[src/rtl/avalon_st_pkg.sv]
// Shared helpers for the Avalon-ST width adapters: width arithmetic,
// parameter sanity checks and the sub-beat sequencer state type.
package avalon_st_pkg;

    // Sub-beat sequencer state: IDLE means the hold register is empty.
    typedef enum logic {
        SUB_IDLE = 1'b0,
        SUB_EMIT = 1'b1
    } sub_state_t;

    // Ceiling log2; clog2(1) == 0.
    function automatic int clog2(input int value);
        int result;
        result = 0;
        for (int i = 0; i < 31; i++) begin
            if ((1 << i) < value) result = i + 1;
        end
        return result;
    endfunction

    // Width of an empty / index field, never narrower than one bit.
    function automatic int empty_w(input int symbols);
        return (clog2(symbols) < 1) ? 1 : clog2(symbols);
    endfunction

    // Number of narrow beats per wide beat.
    function automatic int ratio(input int in_symbols, input int out_symbols);
        return in_symbols / ((out_symbols < 1) ? 1 : out_symbols);
    endfunction

    // Legal narrower configuration: output divides input evenly.
    function automatic bit narrow_params_ok(input int in_symbols, input int out_symbols);
        return (out_symbols >= 1) && (out_symbols <= in_symbols) &&
               ((in_symbols % out_symbols) == 0);
    endfunction

endpackage

[src/rtl/avalon_st_out_stage.sv]
// Generic ready/valid output register. Accepts a new payload whenever the
// register is empty or being drained, and holds its contents on stall.
module avalon_st_out_stage #(
    parameter int WIDTH = 8
) (
    input  logic             clk,
    input  logic             reset,
    input  logic             in_valid,
    output logic             in_ready,
    input  logic [WIDTH-1:0] in_data,
    output logic             out_valid,
    input  logic             out_ready,
    output logic [WIDTH-1:0] out_data
);

    assign in_ready = out_ready || !out_valid;

    // Load on free slot, hold while the consumer stalls.
    always_ff @(posedge clk) begin
        // NOTE: sequential state uses <= so every register samples pre-edge values.
        if (reset) begin
            out_valid <= 1'b0;
            out_data  <= '0;
        end else if (in_ready) begin
            out_valid <= in_valid;
            if (in_valid) out_data <= in_data;
        end
    end

endmodule

[src/rtl/avalon_st_width_narrower.sv]
// Avalon-ST symbol-width narrower: each IN_SYMBOLS-wide beat leaves as up to
// RATIO OUT_SYMBOLS-wide beats, MSB symbol first, with the EOP beat trimmed by
// its empty count so padding symbols are never emitted.
module avalon_st_width_narrower
    import avalon_st_pkg::*;
#(
    parameter int SYMBOL_W    = 8,
    parameter int IN_SYMBOLS  = 3,
    parameter int OUT_SYMBOLS = 1,
    parameter int CHANNEL_W   = 1,
    parameter int ERROR_W     = 1,
    localparam int RATIO       = ratio(IN_SYMBOLS, OUT_SYMBOLS),
    localparam int IN_EMPTY_W  = empty_w(IN_SYMBOLS),
    localparam int OUT_EMPTY_W = empty_w(OUT_SYMBOLS)
) (
    input  logic                            clk,
    input  logic                            reset,
    output logic                            in_ready,
    input  logic                            in_valid,
    input  logic [IN_SYMBOLS*SYMBOL_W-1:0]  in_data,
    input  logic                            in_startofpacket,
    input  logic                            in_endofpacket,
    input  logic [IN_EMPTY_W-1:0]           in_empty,
    input  logic [CHANNEL_W-1:0]            in_channel,
    input  logic [ERROR_W-1:0]              in_error,
    input  logic                            out_ready,
    output logic                            out_valid,
    output logic [OUT_SYMBOLS*SYMBOL_W-1:0] out_data,
    output logic                            out_startofpacket,
    output logic                            out_endofpacket,
    output logic [OUT_EMPTY_W-1:0]          out_empty,
    output logic [CHANNEL_W-1:0]            out_channel,
    output logic [ERROR_W-1:0]              out_error
);

    localparam int IN_W      = IN_SYMBOLS * SYMBOL_W;
    localparam int OUT_W     = OUT_SYMBOLS * SYMBOL_W;
    localparam int IDX_W     = empty_w(RATIO);
    localparam int PAYLOAD_W = OUT_W + 2 + OUT_EMPTY_W + CHANNEL_W + ERROR_W;

    if (!narrow_params_ok(IN_SYMBOLS, OUT_SYMBOLS)) begin : g_bad_params
        $error("IN_SYMBOLS must be a non-zero multiple of OUT_SYMBOLS");
    end

    // Hold register A and the sub-beat sequencer.
    sub_state_t              state;
    logic [IDX_W-1:0]        idx;
    logic [IDX_W-1:0]        a_last;
    logic [OUT_EMPTY_W-1:0]  a_pad;
    logic [IN_W-1:0]         a_data;
    logic                    a_sop;
    logic                    a_eop;
    logic [CHANNEL_W-1:0]    a_channel;
    logic [ERROR_W-1:0]      a_error;

    logic                    a_valid;
    logic                    load;
    logic                    last_sub;
    logic                    accept;
    logic                    is_eop_sub;
    logic [OUT_W-1:0]        sel_data;
    logic [IDX_W-1:0]        cap_last;
    logic [OUT_EMPTY_W-1:0]  cap_pad;
    logic [PAYLOAD_W-1:0]    stage_in;
    logic [PAYLOAD_W-1:0]    stage_out;
    int                      eff_empty;
    int                      n_valid;
    int                      n_beats;

    assign a_valid  = (state == SUB_EMIT);
    assign last_sub = (idx == a_last);
    assign in_ready = !reset && (!a_valid || (load && last_sub));
    assign accept   = in_valid && in_ready;

    // Precompute the last sub-beat index and EOP padding of the incoming beat.
    always_comb begin
        // NOTE: every always_comb output gets a default first so no latch is inferred.
        eff_empty = 0;
        if (in_endofpacket) begin
            eff_empty = (int'(in_empty) >= IN_SYMBOLS) ? IN_SYMBOLS - 1 : int'(in_empty);
        end
        n_valid  = IN_SYMBOLS - eff_empty;
        n_beats  = (n_valid + OUT_SYMBOLS - 1) / OUT_SYMBOLS;
        cap_last = IDX_W'(n_beats - 1);
        cap_pad  = OUT_EMPTY_W'(n_beats * OUT_SYMBOLS - n_valid);
    end

    // Sequencer: capture a beat, step idx per drained sub-beat, release at last_sub.
    always_ff @(posedge clk) begin
        if (reset) begin
            state     <= SUB_IDLE;
            idx       <= '0;
            a_last    <= '0;
            a_pad     <= '0;
            a_data    <= '0;
            a_sop     <= 1'b0;
            a_eop     <= 1'b0;
            a_channel <= '0;
            a_error   <= '0;
        end else if (accept) begin
            state     <= SUB_EMIT;
            idx       <= '0;
            a_last    <= cap_last;
            a_pad     <= cap_pad;
            a_data    <= in_data;
            a_sop     <= in_startofpacket;
            a_eop     <= in_endofpacket;
            a_channel <= in_channel;
            a_error   <= in_error;
        end else if (a_valid && load) begin
            if (last_sub) begin
                state <= SUB_IDLE;
                idx   <= '0;
            end else begin
                idx <= idx + IDX_W'(1);
            end
        end
    end

    // Pick the current sub-beat symbols (MSB first) and its framing flags.
    always_comb begin
        sel_data   = a_data[IN_W - 1 - int'(idx) * OUT_W -: OUT_W];
        is_eop_sub = a_eop && last_sub;
        stage_in   = {sel_data,
                      a_sop && (idx == '0),
                      is_eop_sub,
                      is_eop_sub ? a_pad : OUT_EMPTY_W'(0),
                      a_channel,
                      a_error};
    end

    avalon_st_out_stage #(
        .WIDTH(PAYLOAD_W)
    ) u_out_stage (
        .clk       (clk),
        .reset     (reset),
        .in_valid  (a_valid),
        .in_ready  (load),
        .in_data   (stage_in),
        .out_valid (out_valid),
        .out_ready (out_ready),
        .out_data  (stage_out)
    );

    assign {out_data, out_startofpacket, out_endofpacket, out_empty, out_channel, out_error} = stage_out;

endmodule

[config.mk]
export PLATFORM = sky130hd
export DESIGN_NAME = avalon_st_width_narrower
export DESIGN_NICKNAME = d
export VERILOG_FILES = /design/src/rtl/avalon_st_pkg.sv /design/src/rtl/avalon_st_out_stage.sv /design/src/rtl/avalon_st_width_narrower.sv
export SDC_FILE = /design/constraint.sdc
export NUM_CORES = 1
export LEC_CHECK = 0
export ABC_CLOCK_PERIOD_IN_PS = 2300
export BUFFER_PORTS_ARGS = -buffer_cell sky130_fd_sc_hd__buf_2
export CAP_MARGIN = 20
export CORE_UTILIZATION = 50
export CTS_CLUSTER_DIAMETER = 80
export DETAILED_ROUTE_END_ITERATION = 16
export PLACE_DENSITY = 0.75
export SLEW_MARGIN = 20
export SYNTH_ARGS = -nofsm -noshare
export SYNTH_HDL_FRONTEND = slang
export SYNTH_SLANG_ARGS = --single-unit
[constraint.sdc]
create_clock -name clk -period 2.3 [get_ports clk]
set_input_delay 0.345 -clock clk [delete_from_list [all_inputs] [get_ports clk]]
set_output_delay 0.345 -clock clk [all_outputs]
set_load 0.01 [all_outputs]
==> impl_results.md <==
* Worst hold slack at 0.2669 ns
* Placed Area at 0.002271 mm2
* Setup crit start kind: flip-flop
* DP Worst Slack at 0.4211 ns
* Post-cts repair resize count at 0
* Final core occ at 0.6254
* Gr usage total at 0.2161
* Top-count cell post-synth: dfxtp_1
* Final Critical Period at 1.942 ns
* Routability congestion estimate at 0.7973
* Status: completed
* CP max FO at 13
* Ranking of synthesized cells by area: dfxtp_1 47%, nand2b_1 9.6%, nand3_1 7.9%
* DRT Pass-1 Iters at 4
* Worst skew pair latency at 0.29 ns
* Gr busiest metal: met1
* Crit path from: idx[0]
* Max Slew Vio Count at 0
* Hold path startpoint: in_data[23]
* Die height at 65.59 um
* Max Buffers Root-to-Sink at 2
* IO Port Bufs at 48
* #FFs+latches synth at 47
* Met1 usage in global routing at 0.3215
* Ant diodes at 0
* Area Growth Syn to Fin at 16.65%
* Iteration-0 DRC Markers at 146
* Post-route clock period utilization at 0.8443
* WP data required at 1.96 ns
* WS Path Type: reg -> out
* Pwr/cell area at 681.0 mW/mm2
* Drt wl/cell at 13.65 um
* TritonCTS clock tree: yes
* Post-synth EDFFs at 0
* Leak at 0.9326 nW
* Antenna Nets Post-Route at 0
* CP Cell Sequence: buf_4, xor2_1, o31a_1, nor2_1, buf_2
* Cells after DPL at 311
* CTS clk-pin slew, worst paths at 0.09 ns
* # setup viols final at 0
* Root buffer cell: clkbuf_8
* DRC Markers at 0
* MaxCap Viol Count at 0
* Routed WL at 4341 um
* Fin area at 0.002359 mm2
* Vias/cell at 5.318
* Cells after Synth at 229
* Worst reg2reg startpoint: idx[1]
* Sequential share of the synthesized area at 0.4653
* Synth area leader: dfxtp_1
* Fmax at 0.5150 GHz
* Final Power at 1.606 mW
* Top delay family on crit path: XOR/XNOR gates
* Share of synthesized registers carrying an async set or reset at 0
* Share of the synthesized area in the top cell type at 0.4653
* RSZ-0062 raised after global routing: no
* CTS Buf Count at 5
* Met2 usage at 0.3067
* Slew HR at 0.6764
* Setup TNS at 0 ns
* Hold Path Class: in -> reg
* Final WS setup at 0.3582 ns
* Core area at 0.003771 mm2
* Largest net degree at the start of global routing at 49
* Maximum vdd drop at 0.3637 mV
* DP Wirelength at 2983 um
* Die Area at 0.004302 mm2
* I/O pin total at 49
* Initial Util at 0.5362
* Global-route wire length before repair at 7044 um
* Buf+Inv Stages, Crit Path at 2
* Critical Path Max Stage Delay at 0.35 ns
* Synth top cells by count: 47 x dfxtp_1, 32 x nand3_1, 31 x nand2b_1, 29 x o21ai_1, 13 x nor2_1
* CTS sink count at 47
* Worst setup EP type: primary output
* Layout cell share with drive strength beyond 1 at 0.2370
* Hold Buf Count CTS at 0
* H-Tree Depth at 2
* Setup Buffers After CTS at 0
* Slowest cell on crit path: xor2_1
* Vias in the first global route at 1,474
* Main synth FF type: dfxtp_1
* Actual slew at the worst max-slew pin at 0.4842 ns
* Row count at 22
* Avg Inst Size Synth at 8.829 um2
* Nets@finish at 306
* Final hold vios at 0
* Final cell count without fillers at 318
* Vias at 1,691
* Post-Syn Area at 0.002022 mm2
* Net count after synthesis at 265
* Yosys warns at 0
* Synth cell types at 31
* Initial antenna violation count at 0
* Met3 usage at 0.04167
* Congestion Overflow GR at 0
* Die width at 65.59 um
* Crit path DAT at 1.60 ns
* Setup Skew at 0.006547 ns
metal layers:
layer / vias to the layer above / wire (um)
li1: 878 / -
met1: 775 / 2328
met2: 36 / 1840
met3: 2 / 148
met4: 0 / 25
met5: - / 0
flip-flops by register name, indices dropped and copies added, names as in the netlist:
signal	cells
a_data	24
a_error	1
a_sop	1
u_out_stage.out_data	13
u_out_stage.out_valid	1
a_eop	1
a_valid	1
idx	2
a_channel	1
a_last	2
tightest hold or removal path, cell delays in order:
cell and delay (ns):
buf_2 0.07, nand3_1 0.05, o21ai_1 0.06
power by group:
| part | internal [mW] | switching [mW] |
|---|---|---|
| sequential | 0.865 | 0.0333 |
| combinational | 0.0924 | 0.117 |
| clock | 0.236 | 0.262 |
| total | 1.19 | 0.412 |
layout by cell type, fill, tap and decap left out, types with 2 or more instances in the layout:
master,count
buf_2,48
dfxtp_1,47
nand3_1,32
nand2b_1,31
o21ai_1,29
nor2_1,13
mux2i_1,9
nand2_1,8
o2bb2ai_1,8
a22oi_1,8
clkbuf_8,6
a21oi_1,5
buf_4,4
inv_1,3
xor2_1,2
ha_1,2
kinds of logic after synthesis:
kind of cell,after synthesis,synth area share
adders and majority gates,2,0.01237
muxes,9,0.04456
AOI/OAI and AO/OA,55,0.1720
buffers and inverters,21,0.05136
xor gates and xnor gates,2,0.008665
and+or+nand+nor,93,0.2457
DFF,47,0.4653
cell type report:
| class | count | area [um2] |
|---|---|---|
| clock buffer | 6 | 82.58 |
| multi-input combinational | 161 | 988.4 |
| timing repair buffer | 52 | 270.3 |
| fill | 350 | 1413 |
| tap | 48 | 60.06 |
| inverter | 3 | 11.26 |
| sequential | 47 | 940.9 |
| clock inverter | 1 | 5.005 |
worst paths after layout:
check	to	slack [ns]	cells past startpoint
worst min register to register	u_out_stage.out_data[3]	0.45	2
worst max-delay path	in_ready	0.36	5
worst max register to register	u_out_stage.out_data[9]	0.38	6
worst min-delay path	a_data[23]	0.27	3
(Power assumes the default switching activity.)
